==> config.mk <==
export PLATFORM = sky130hd
export DESIGN_NAME = ethpipe_csr
export DESIGN_NICKNAME = d
export VERILOG_FILES = /design/src/rtl/ethpipe_csr.sv
export SDC_FILE = /design/constraint.sdc
export NUM_CORES = 1
export LEC_CHECK = 0
export CELL_PAD_IN_SITES_DETAIL_PLACEMENT = 2
export CELL_PAD_IN_SITES_GLOBAL_PLACEMENT = 2
export CORE_MARGIN = 2
export CORE_UTILIZATION = 33
export CTS_BUF_LIST = sky130_fd_sc_hd__clkbuf_16
export DETAILED_ROUTE_END_ITERATION = 7
export PLACE_DENSITY = 0.92
export SLEW_MARGIN = 30
export SYNTH_ARGS = -nofsm -noshare
export SYNTH_HDL_FRONTEND = slang
export SYNTH_SLANG_ARGS = --single-unit
==> constraint.sdc <==
create_clock -name clk_125 -period 2.4 [get_ports clk_125]
set_input_delay 0.24 -clock clk_125 [delete_from_list [all_inputs] [get_ports clk_125]]
set_output_delay 0.24 -clock clk_125 [all_outputs]
set_load 0.005 [all_outputs]
==> src/rtl/ethpipe_csr.sv <==
// BAR0 control/status registers for an N-channel ethpipe: timestamp with atomic
// snapshot, per-channel DMA/TX ring pointers, RX event counters and interrupt aggregation.
`timescale 1ns/1ps
module ethpipe_csr #(
  parameter int unsigned NCH     = 2,
  parameter int unsigned PTR_W   = 14,
  parameter logic [7:0]  VERSION = 8'h02
) (
  input  logic                   clk_125,
  input  logic                   sys_rst_n,
  input  logic                   slv_bar_hit,
  input  logic                   slv_ce_i,
  input  logic                   slv_we_i,
  input  logic [10:0]            slv_adr_i,
  input  logic [15:0]            slv_dat_i,
  input  logic [1:0]             slv_sel_i,
  output logic [15:0]            slv_dat_o,
  output logic [63:0]            global_counter,
  output logic [19:0]            dma_length,
  output logic [NCH*30-1:0]      dma_addr_start,
  input  logic [NCH*30-1:0]      dma_addr_cur,
  output logic [NCH*PTR_W-1:0]   tx_wr_ptr,
  input  logic [NCH*PTR_W-1:0]   tx_rd_ptr,
  input  logic [NCH-1:0]         ch_event,
  input  logic [NCH-1:0]         ch_intr_req,
  output logic                   sys_intr
);

  localparam logic [10:0] ADR_CH_END = 11'(32 + 8*NCH);

  function automatic logic [15:0] f_merge(input logic [15:0] old_v,
                                          input logic [15:0] new_v,
                                          input logic [15:0] msk);
    return (old_v & ~msk) | (new_v & msk);
  endfunction

  function automatic logic [29:0] f_start_rst(input int unsigned k);
    logic [31:0] a;
    a = 32'h1000_0000 + 32'(k) * 32'h0010_0000;
    return a[31:2];
  endfunction

  logic        w_acc, w_wr, w_rd;
  logic [15:0] w_wval, w_bmask;
  logic        w_ch_hit;
  logic [2:0]  w_ch_idx, w_ch_sub;

  logic [63:0]      r_cnt;
  logic [47:0]      r_shadow;
  logic [19:0]      r_dma_len;
  logic [29:0]      r_start [NCH];
  logic [PTR_W-1:0] r_wr_ptr [NCH];
  logic [15:0]      r_evt [NCH];
  logic [NCH-1:0]   r_int_stat, r_int_mask;
  logic [15:0]      r_dat_o;
  logic             r_intr;

  logic [15:0]    w_len_lo_m, w_len_hi_m, w_mask_m, w_clr, w_rdata;
  logic [15:0]    w_start_lo_m [NCH];
  logic [15:0]    w_start_hi_m [NCH];
  logic [15:0]    w_ptr_m [NCH];
  logic [NCH-1:0] w_sel_ch, w_evt_rd;

  assign w_acc    = slv_ce_i & slv_bar_hit;
  assign w_wr     = w_acc & slv_we_i;
  assign w_rd     = w_acc & ~slv_we_i;
  // Bus lanes are byte-swapped relative to the register value
  assign w_wval   = {slv_dat_i[7:0], slv_dat_i[15:8]};
  assign w_bmask  = {{8{slv_sel_i[0]}}, {8{slv_sel_i[1]}}};
  assign w_ch_hit = (slv_adr_i >= 11'h020) && (slv_adr_i < ADR_CH_END);
  assign w_ch_idx = 3'(slv_adr_i[6:3] - 4'd4);
  assign w_ch_sub = slv_adr_i[2:0];

  always_comb begin
    w_len_lo_m = f_merge({r_dma_len[13:0], 2'b00}, w_wval, w_bmask);
    w_len_hi_m = f_merge({10'd0, r_dma_len[19:14]}, w_wval, w_bmask);
    w_mask_m   = f_merge(16'(r_int_mask), w_wval, w_bmask);
    w_clr      = (w_wr && slv_adr_i == 11'h008) ? (w_wval & w_bmask) : 16'h0000;
    w_sel_ch   = '0;
    w_evt_rd   = '0;
    for (int k = 0; k < NCH; k++) begin
      w_sel_ch[k]     = w_ch_hit && (w_ch_idx == 3'(k));
      w_evt_rd[k]     = w_rd && w_sel_ch[k] && (w_ch_sub == 3'd6);
      w_start_lo_m[k] = f_merge({r_start[k][13:0], 2'b00}, w_wval, w_bmask);
      w_start_hi_m[k] = f_merge(r_start[k][29:14], w_wval, w_bmask);
      w_ptr_m[k]      = f_merge(16'(r_wr_ptr[k]), w_wval, w_bmask);
    end
  end

  always_comb begin
    w_rdata = 16'h0000;
    case (slv_adr_i)
      11'h000: w_rdata = {8'(NCH), VERSION};
      11'h002: w_rdata = r_cnt[15:0];
      11'h003: w_rdata = r_shadow[15:0];
      11'h004: w_rdata = r_shadow[31:16];
      11'h005: w_rdata = r_shadow[47:32];
      11'h008: w_rdata = 16'(r_int_stat);
      11'h009: w_rdata = 16'(r_int_mask);
      11'h00A: w_rdata = {r_dma_len[13:0], 2'b00};
      11'h00B: w_rdata = {10'd0, r_dma_len[19:14]};
      default: ;
    endcase
    for (int k = 0; k < NCH; k++) begin
      if (w_sel_ch[k]) begin
        case (w_ch_sub)
          3'd0: w_rdata = {r_start[k][13:0], 2'b00};
          3'd1: w_rdata = r_start[k][29:14];
          3'd2: w_rdata = {dma_addr_cur[30*k +: 14], 2'b00};
          3'd3: w_rdata = dma_addr_cur[30*k+14 +: 16];
          3'd4: w_rdata = 16'(r_wr_ptr[k]);
          3'd5: w_rdata = 16'(tx_rd_ptr[PTR_W*k +: PTR_W]);
          3'd6: w_rdata = r_evt[k];
          default: ;
        endcase
      end
    end
  end

  always_ff @(posedge clk_125 or negedge sys_rst_n) begin
    if (!sys_rst_n) begin
      r_cnt      <= '0;
      r_shadow   <= '0;
      r_dma_len  <= 20'h04000;
      r_int_stat <= '0;
      r_int_mask <= '1;
      r_dat_o    <= '0;
      r_intr     <= 1'b0;
      for (int k = 0; k < NCH; k++) begin
        r_start[k]  <= f_start_rst(k);
        r_wr_ptr[k] <= '0;
        r_evt[k]    <= '0;
      end
    end else begin
      r_cnt <= r_cnt + 64'd1;
      // Reading the low word freezes the upper 48 bits for the following reads
      if (w_rd && slv_adr_i == 11'h002) r_shadow <= r_cnt[63:16];
      if (w_rd) r_dat_o <= {w_rdata[7:0], w_rdata[15:8]};
      r_int_stat <= (r_int_stat & ~w_clr[NCH-1:0]) | ch_intr_req;
      r_intr     <= |(r_int_stat & r_int_mask);
      if (w_wr) begin
        case (slv_adr_i)
          11'h009: r_int_mask        <= w_mask_m[NCH-1:0];
          11'h00A: r_dma_len[13:0]   <= w_len_lo_m[15:2];
          11'h00B: r_dma_len[19:14]  <= w_len_hi_m[5:0];
          default: ;
        endcase
      end
      for (int k = 0; k < NCH; k++) begin
        if (w_wr && w_sel_ch[k]) begin
          case (w_ch_sub)
            3'd0: r_start[k][13:0]  <= w_start_lo_m[k][15:2];
            3'd1: r_start[k][29:14] <= w_start_hi_m[k];
            3'd4: r_wr_ptr[k]       <= w_ptr_m[k][PTR_W-1:0];
            default: ;
          endcase
        end
        // A read clears the count but must not drop an event arriving in the same cycle
        if (w_evt_rd[k])
          r_evt[k] <= {15'd0, ch_event[k]};
        else if (ch_event[k] && r_evt[k] != 16'hFFFF)
          r_evt[k] <= r_evt[k] + 16'd1;
      end
    end
  end

  assign slv_dat_o      = r_dat_o;
  assign global_counter = r_cnt;
  assign dma_length     = r_dma_len;
  assign sys_intr       = r_intr;

  for (genvar g = 0; g < NCH; g++) begin : g_ch_out
    assign dma_addr_start[30*g +: 30]  = r_start[g];
    assign tx_wr_ptr[PTR_W*g +: PTR_W] = r_wr_ptr[g];
  end

endmodule

### Word level (Yosys, flattened, before mapping)

Cells that the tools add are included.

* word-level logic and storage cells: 105
* flip-flop bits (word level): 273

* equality and inequality tests: 17
* reductions and logical operators: 28
* $lt $le $gt $ge: 2
* add/subtract/negate cells: 4
* mux-type cells: 10
* bitwise logic cells: 28

Operators by type and width (number)
* one-hot mux 16 bit (7 select lines): 2
* one-hot mux 16 bit (9 select lines): 1
* AND 16 bit: 6
* 2-to-1 mux 16 bit: 6
* OR 16 bit: 5
* adder 64 x 1 -> 64 bit, second input constant: 1
* equality test 11 x 4 -> 1 bit, second input constant: 4
* adder 16 x 1 -> 16 bit, second input constant: 2
* != test 16 bit, second input constant: 2
* AND 14 bit: 2
* OR 14 bit: 2
* equality test 11 x 2 -> 1 bit, second input constant: 2
* equality test 11 x 3 -> 1 bit, second input constant: 2
* AND reduction 2 bit: 9
* inverter 16 bit: 1
* logical AND 1 bit: 13
* >= comparator 11 x 6 -> 1 bit, second input constant: 1
* zero test 11 bit: 1
* < comparator 11 x 6 -> 1 bit, second input constant: 1
* equality test 3 bit, second input constant: 3
* AND 2 bit: 3
* AND 6 bit: 1
* equality test 3 x 1 -> 1 bit, second input constant: 2
* equality test 3 x 2 -> 1 bit, second input constant: 2
* other kinds (10): 15

### Logic depth before layout (Yosys ltp)

Gate-level depths: netlist (run 1).

* depth after elaboration: 7
* mapped depth: 8
* gate-level depth less buffers: 6

### Worst setup path before layout (run 1)

No wires, ideal clock.

* path kind: reg-to-reg
* start point: reg r_cnt[2], in the netlist global_counter[2]
* end point: reg r_cnt[33], in the netlist global_counter[33]
* setup slack: 311 ps
* buffers on the path: 0
* setup time: 125 ps
* arrival time: 1964 ps
* cell stages (with the launch flop): 6
* cells stage by stage: dfrtp_1 -> nand4_1 -> nor4_4 -> nand2_1 -> or4_1 -> xnor2_1

* longest elaborated chain between the ends: 1

Ends and longest elaborated chain
* start, declared: line 48 `logic [63:0] r_cnt;`
* start signal, assigned: line 135 `r_cnt <= r_cnt + 64'd1;`
* adder 64 x 1 -> 64 bit: line 135

No other way between the ends.
A chain may end at the register's enable or synchronous reset.

==> flow_summary_export.csv, run 1 <==
group,metric,value,unit
synth,syn_inst,1255,
floorplan,die-area,0.04452,mm^2
routing,avgViaCountPerCell,5.982,
timing,fin_crit,2.285,ns
setup_path,path_cells,"clkdlybuf4s50_1 > buf_4 > nor4_4 > buf_12 > nand2_1 > nor3_1 > buf_4 > nand2_1 > buf_12 > mux2_2",
setup_path,path_class,"in -> reg",
global_route,grt_pass1_vias,15163,
synth,synth_edf_count,0,
power_and_ir_drop,seq_power_share,0.443,
floorplan,start_util,0.3356,
synth,ys_ff_latch,273,
placement,portBuffers,314,
final_layout,finish.utilization,0.4792,
synth,ys_types,76,
timing,max_freq,437.6,MHz
synth,avgSynthCellArea,11.27,um^2
timing,worst_slew_margin_rel,0.4148,
floorplan,die_x,211.0,um
synth,yosysWarningCount,0,
floorplan,chipHeight,211.0,um
power_and_ir_drop,p_int,8.033,mW
clock_network,path_clk_slew,0.06,ns
clock_network,cts_root_buf,"clkbuf_16",
setup_path,cp_slowest_cell,"clkdlybuf4s50_1",
synth,synth_top_cells_by_count,"dfrtp_1 (267), mux2_2 (188), nor2_1 (75), nand2_1 (72), xor2_1 (43)",
synth,synthArstFlopShare,1.000,
setup_path,cp_max_fo,9,
synth,synth_top_area_frac,0.4725,
routing,drt-initial-drc-count,845,
setup_path,timing.rr.end,"global_counter[56]",
power_and_ir_drop,p_per_area,555.3,mW/mm^2
power_and_ir_drop,p_leak,8.926,nW
synth,synth_seq_area_share,0.4837,
run_status,status,"completed",
final_layout,fin_area,0.02019,mm^2
final_layout,nNetsFinal,1835,
timing,maxSlewViolCount,0,
worst_hold_path,hp-class,"in -> async",
timing,setup_viol,0,
floorplan,io_pins,315,
routing,routedWlPerCell,32.14,um
routing,drt_pass1_iterations,5,
timing,rsz0062_at_grt,"false",
power_and_ir_drop,clockPowerShare,0.427,
power_and_ir_drop,p_switching,3.180,mW
global_route,antenna_found_initial,3,
setup_path,critPathLaunchType,"primary input",
run,cap_violations,0,
routing,wl,72890,um
synth,synth.area.top_cells,"dfrtp_1 (47%), mux2_2 (15%), xor2_1 (2.7%)",
setup_path,end_kind,"register",
clock_network,cts_buffer_depth,3,
routing,ant_nets,0,
placement,dpl.hpwl,54720,um
timing,hold_viol_final,0,
global_route,grt-ovfl-total,0,
placement,place_area,0.01918,mm^2
timing,tns,0,ns
final_layout,final_cell_count_no_fill,2268,
setup_path,reg2reg_from,"global_counter[1]",
setup_path,r2r_slack,0.17,ns
clock_network,cts_setup_buffers,0,
clock_network,clock-sinks,273,
floorplan,fp.coreArea,0.04213,mm^2
synth,yosysTopAreaCell,"dfrtp_1",
setup_path,slowest_delay,0.42,ns
clock_network,cts_tree,"built",
placement,gp_congestion,0.9187,
setup_path,cp.required,2.80,ns
global_route,grt_pass1_wl,106000,um
power_and_ir_drop,combPwrFrac,0.130,
placement,dp_slack,-0.2652,ns
synth,yosysMostFrequentCell,"dfrtp_1",
setup_path,rr_worst_depth,7,
routing,vias,13567,
timing,worst_slack,0.1148,ns
clock_network,clock_latency,0.53,ns
timing,clock_skew,0.02106,ns
global_route,grt_usage,0.3246,
setup_path,crit_arrival,2.68,ns
floorplan,rows,75,
clock_network,cts_buffers,34,
synth,syn-num-nets,1384,
routing,remaining_drc_errors,0,
final_layout,syn_to_final_growth,42.80,%
clock_network,h-tree-depth,2,
final_layout,drive_above_1_share,0.2564,
synth,synthesis.area,0.01414,mm^2
placement,placedCellCount,2208,
global_route,grt_max_degree,71,
power_and_ir_drop,ir_drop,323.8,uV
timing,tightest_slew,0.8760,ns
synth,synth_ff_type,"dfrtp_1",
timing,final.period_utilization,0.9522,
power_and_ir_drop,switching_share,0.2836,
-- area by class of cell --
type	instances	area [um^2]
Antenna cell	1	2.502
Clock buffer	35	875.8
Clock inverter	23	111.4
Fill cell	4159	21940
Inverter	19	71.32
Multi-Input combinational cell	898	6970
Sequential cell	273	6839
Tap cell	539	674.4
Timing Repair Buffer	480	4647
-- repair_timing --
action                                 4_1_cts  5_1_grt
pin swaps                                    1        1
resized for setup                            0        4
cloned                                       0        0
endpoints found under the hold margin       60        0
hold buffers                                 1        0
setup endpoints to repair                    1       13
-- critical path: cells and delay by family --
| family | cells | cell delay [ns] |
|---|---|---|
| multiplexers | 1 | 0.27 |
| buffers and inverters | 5 | 1.13 |
| AND/OR/NAND/NOR | 4 | 1.02 |
-- power by group through the flow --
stage          Clock [mW]  Combinational (mW)  Sequential [mW]
4_1_cts              4.84                1.43             4.96
2_1_floorplan           0               0.543             4.95
6_report             4.79                1.45             4.97
3_3_place_gp            0                1.32             5.03
3_5_place_dp            0                1.40             5.04
5_1_grt              4.99                1.53             4.98
-- metrics by stage --
step	power [mW]	hold slack [ns]
2_1_floorplan	5.495	-0.05559
3_3_place_gp	6.351	0.2554
3_5_place_dp	6.436	0.2645
4_1_cts	11.23	0.3302
5_1_grt	11.51	0.3283
6_report	11.21	0.2984
-- routing by layer --
layer / track usage / vias up / routed length, um
met1: 0.3778 / 7027 / 27070
met4: 0.1729 / 2 / 4457
met2: 0.5577 / 681 / 35950
li1: - / 5623 / -
met5: 0 / - / 13
met3: 0.07255 / 234 / 5393
-- worst max path at each step --
stage	depth (start not counted)	from	slack, ns	to
final	10	slv_adr_i[4]	0.11	register
after global routing	5	global_counter[47]	0.01	global_counter[63]
after detailed placement	6	slv_adr_i[4]	-0.27	slv_dat_o[14]
after CTS	6	global_counter[5]	0.05	global_counter[56]
after floorplan	5	global_counter[2]	0.31	global_counter[33]
after global placement	6	slv_adr_i[4]	-0.23	slv_dat_o[14]
-- logic make-up (layout without fill, tap and decap cells) --
| group | Yosys count | count (layout) | share of synthesized area |
|---|---|---|---|
| xor gates and xnor gates | 84 | 84 | 0.05203 |
| buffers and inverters | 84 | 557 | 0.02504 |
| adders and majority gates | 3 | 3 | 0.002655 |
| DFF | 273 | 273 | 0.4837 |
| muxes | 229 | 229 | 0.1832 |
| AOI/OAI and AO/OA | 224 | 224 | 0.1143 |
| and+or+nand+nor | 358 | 358 | 0.1391 |
| other | 0 | 1 | 0 |
-- layout by cell type (no fill, tap or decap), types with 5 or more instances in the layout --
| cell | n |
|---|---|
| clkdlybuf4s50_1 | 310 |
| dfrtp_1 | 267 |
| mux2_2 | 188 |
| buf_4 | 145 |
| nor2_1 | 74 |
| nand2_1 | 71 |
| xor2_1 | 43 |
| xnor2_1 | 41 |
| nand4_1 | 37 |
| nand3_1 | 36 |
| mux2i_1 | 36 |
| a21oi_1 | 35 |
| clkbuf_16 | 35 |
| nor3_1 | 34 |
| o21ai_0 | 29 |
| a22oi_1 | 28 |
| inv_1 | 23 |
| buf_12 | 21 |
| a221oi_1 | 18 |
| and3_1 | 16 |
| a211oi_1 | 13 |
| o211ai_1 | 13 |
| or3_1 | 11 |
| and2_1 | 11 |
| a31oi_1 | 10 |
| clkinv_2 | 10 |
| and4_1 | 9 |
| nor4_1 | 8 |
| nor2b_1 | 8 |
| a32oi_1 | 8 |
| a221o_1 | 7 |
| o22ai_1 | 7 |
| nor4_2 | 6 |
| a2bb2oi_1 | 6 |
| dfstp_2 | 6 |
| clkinv_1 | 6 |
| a22o_1 | 5 |
| nand3b_1 | 5 |
| mux4_2 | 5 |
No activity file was read; power rests on OpenSTA's default activity.
==> run 2: changes to the inputs <==
- SETUP_SLACK_MARGIN: unset -> 0.15
==> run 2 against run 1 <==
Effect of this change:
- die area unchanged
- critical path depth fell by 4
- routed wire length rose by 0.39%
- register-to-register slack better by 0.07 ns
- critical path type unchanged
- largest power group unchanged
- first-iteration DRC count increased by 13%
- core utilization increased by 0.19 points
- worst hold slack improved by 0.013 ns
- non-clock buffer count up 6
==> flow_summary_export.csv, run 2 (synthesis gave the netlist of run 1 again) <==
group,metric,value,unit
run_status,status,"completed",
worst_hold_path,hp-class,"in -> async",
setup_path,end_kind,"register",
global_route,grt_max_degree,71,
setup_path,path_class,"in -> reg",
routing,routedWlPerCell,32.15,um
placement,portBuffers,314,
global_route,grtUsageMet1,0.3836,
placement,dpl.hpwl,54720,um
floorplan,rows,75,
timing,clock_skew,0.02294,ns
setup_path,r2r_slack,0.24,ns
timing,tightest_slew,0.8393,ns
timing,worst_slack,0.1733,ns
power_and_ir_drop,combPwrFrac,0.130,
routing,drt_pass1_iterations,7,
floorplan,fp.coreArea,0.04213,mm^2
power_and_ir_drop,switching_share,0.2842,
routing,drt-initial-drc-count,958,
floorplan,start_util,0.3356,
final_layout,syn_to_final_growth,43.37,%
setup_path,endpoint,"slv_dat_o[14]",
global_route,antenna_found_initial,2,
timing,fin_crit,2.227,ns
timing,hold_viol_final,0,
clock_network,h-tree-depth,2,
floorplan,io_pins,315,
final_layout,fin_area,0.02027,mm^2
floorplan,die-area,0.04452,mm^2
setup_path,crit_arrival,2.62,ns
routing,avgViaCountPerCell,5.989,
final_layout,final_cell_count_no_fill,2276,
run,cap_violations,0,
setup_path,slowest_delay,0.71,ns
power_and_ir_drop,seq_power_share,0.443,
routing,vias,13632,
timing,max_freq,449.1,MHz
final_layout,drive_above_1_share,0.2630,
placement,gp_congestion,0.9187,
clock_network,cts_buffers,34,
setup_path,cp.required,2.79,ns
global_route,grtUsageMet2,0.5645,
clock_network,cts_buffer_depth,3,
power_and_ir_drop,p_leak,8.951,nW
power_and_ir_drop,clockPowerShare,0.427,
placement,place_area,0.01918,mm^2
global_route,grt_pass1_vias,15147,
global_route,grt_pass1_wl,106100,um
final_layout,nNetsFinal,1841,
timing,maxSlewViolCount,0,
placement,placedCellCount,2208,
final_layout,fillers,4131,
setup_path,path_cells,"clkdlybuf4s50_1 > or4_4 > or4_1 > a221o_1 > o21ai_1 > a22oi_1",
clock_network,cts_root_buf,"clkbuf_16",
timing,rsz0062_at_grt,"true",
power_and_ir_drop,ir_drop,320.7,uV
power_and_ir_drop,p_int,8.036,mW
routing,ant_nets,0,
setup_path,timing.rr.end,"global_counter[33]",
floorplan,chipHeight,211.0,um
power_and_ir_drop,power,11.23,mW
setup_path,reg2reg_from,"global_counter[1]",
floorplan,die_x,211.0,um
global_route,grt-ovfl-total,0,
setup_path,cp_max_fo,5,
setup_path,cp_top_family,"simple AND/OR/NAND/NOR gates",
timing,tns,0,ns
final_layout,layout_common_cells,"clkdlybuf4s50_1 (310), dfrtp_1 (266), mux2_2 (188), buf_4 (151), nor2_1 (74)",
final_layout,regArea,0.006840,mm^2
timing,setup_viol,0,
final_layout,layout_commonest_cell,"clkdlybuf4s50_1",
clock_network,clock-sinks,273,
timing,final.period_utilization,0.9278,
setup_path,cp_slowest_cell,"or4_1",
clock_network,cts_tree,"built",
global_route,grt_usage,0.3242,
setup_path,cp.buffers_inverters,1,
routing,wl,73170,um
clock_network,path_clk_slew,0.07,ns
timing,worst_slew_margin_rel,0.4393,
power_and_ir_drop,p_switching,3.190,mW
final_layout,multiInputGateArea,0.006999,mm^2
routing,remaining_drc_errors,0,
global_route,top_usage_layer,"met2",
setup_path,critPathLaunchType,"primary input",
setup_path,crit_start,"slv_adr_i[4]",
clock_network,clock_latency,0.53,ns
power_and_ir_drop,p_per_area,553.8,mW/mm^2
setup_path,cp.depth,6,
setup_path,rr_worst_depth,7,
placement,dp_slack,-0.2652,ns
global_route,grtUsageMet3,0.05962,
run 2: cell types whose count changed in the layout (fill, tap and decap cells not counted), moves of 2 or more:
cell     delta
buf_4       +6
diode_2     +2
ha_1        -2
ha_2        +2
nor4_1      -2
nor4_2      +2
run 2: stage by stage:
stage	hold slack (ns)	util
finish	0.3116	0.4811
detailed placement	0.2645	0.4551
floorplan	-0.05559	-
global route	0.3283	0.4810
global placement	0.2554	0.4551
CTS	0.3302	0.4799
run 2: power groups by stage:
stage               clock network (mW)  logic, mW  registers [mW]
floorplan                            0      0.543            4.95
global placement                     0       1.32            5.03
global route                      5.00       1.53            4.98
CTS                               4.84       1.43            4.96
finish                            4.80       1.46            4.97
detailed placement                   0       1.40            5.04
run 2: timing repair:
item | in CTS | in global routing
gates resized for setup | 6 | 6
setup endpoints to repair | 11 | 28
buffers inserted | 2 | 4
hold buffers | 1 | 0
pin swaps | 2 | 4
hold endpoints to repair | 60 | 0
run 2: worst min path at each step:
stage / from / endpoint / slack (ns) / cells past startpoint
6_report: sys_rst_n / asynchronous set/reset pin / 0.31 / 2
4_1_cts: sys_rst_n / asynchronous set/reset pin / 0.33 / 2
3_5_place_dp: sys_rst_n / asynchronous set/reset pin / 0.26 / 1
5_1_grt: ch_intr_req[1] / r_int_stat[1] / 0.33 / 2
3_3_place_gp: sys_rst_n / asynchronous set/reset pin / 0.26 / 1
2_1_floorplan: sys_rst_n / asynchronous set/reset pin / -0.06 / 0
run 2: per-layer routing:
metal	vias to the layer above	part of all wire
li1	5643	-
met1	7114	0.38
met2	667	0.50
met3	206	0.063
met4	2	0.054
met5	-	0.00018
run 2: layout make-up:
class,instances,share of cell area
Clock inverter,23,0.005493
Tap cell,539,0.03327
Inverter,19,0.003518
Multi-Input combinational cell,898,0.3453
Timing Repair Buffer,486,0.2315
Clock buffer,35,0.04320
Sequential cell,273,0.3374
Antenna cell,3,0.0003703
==> run 3: changes to the inputs <==
- CTS_CLUSTER_DIAMETER: unset -> 100
==> results of run 3 <==
Final layout, timing and power as in run 2 (identical DEF).
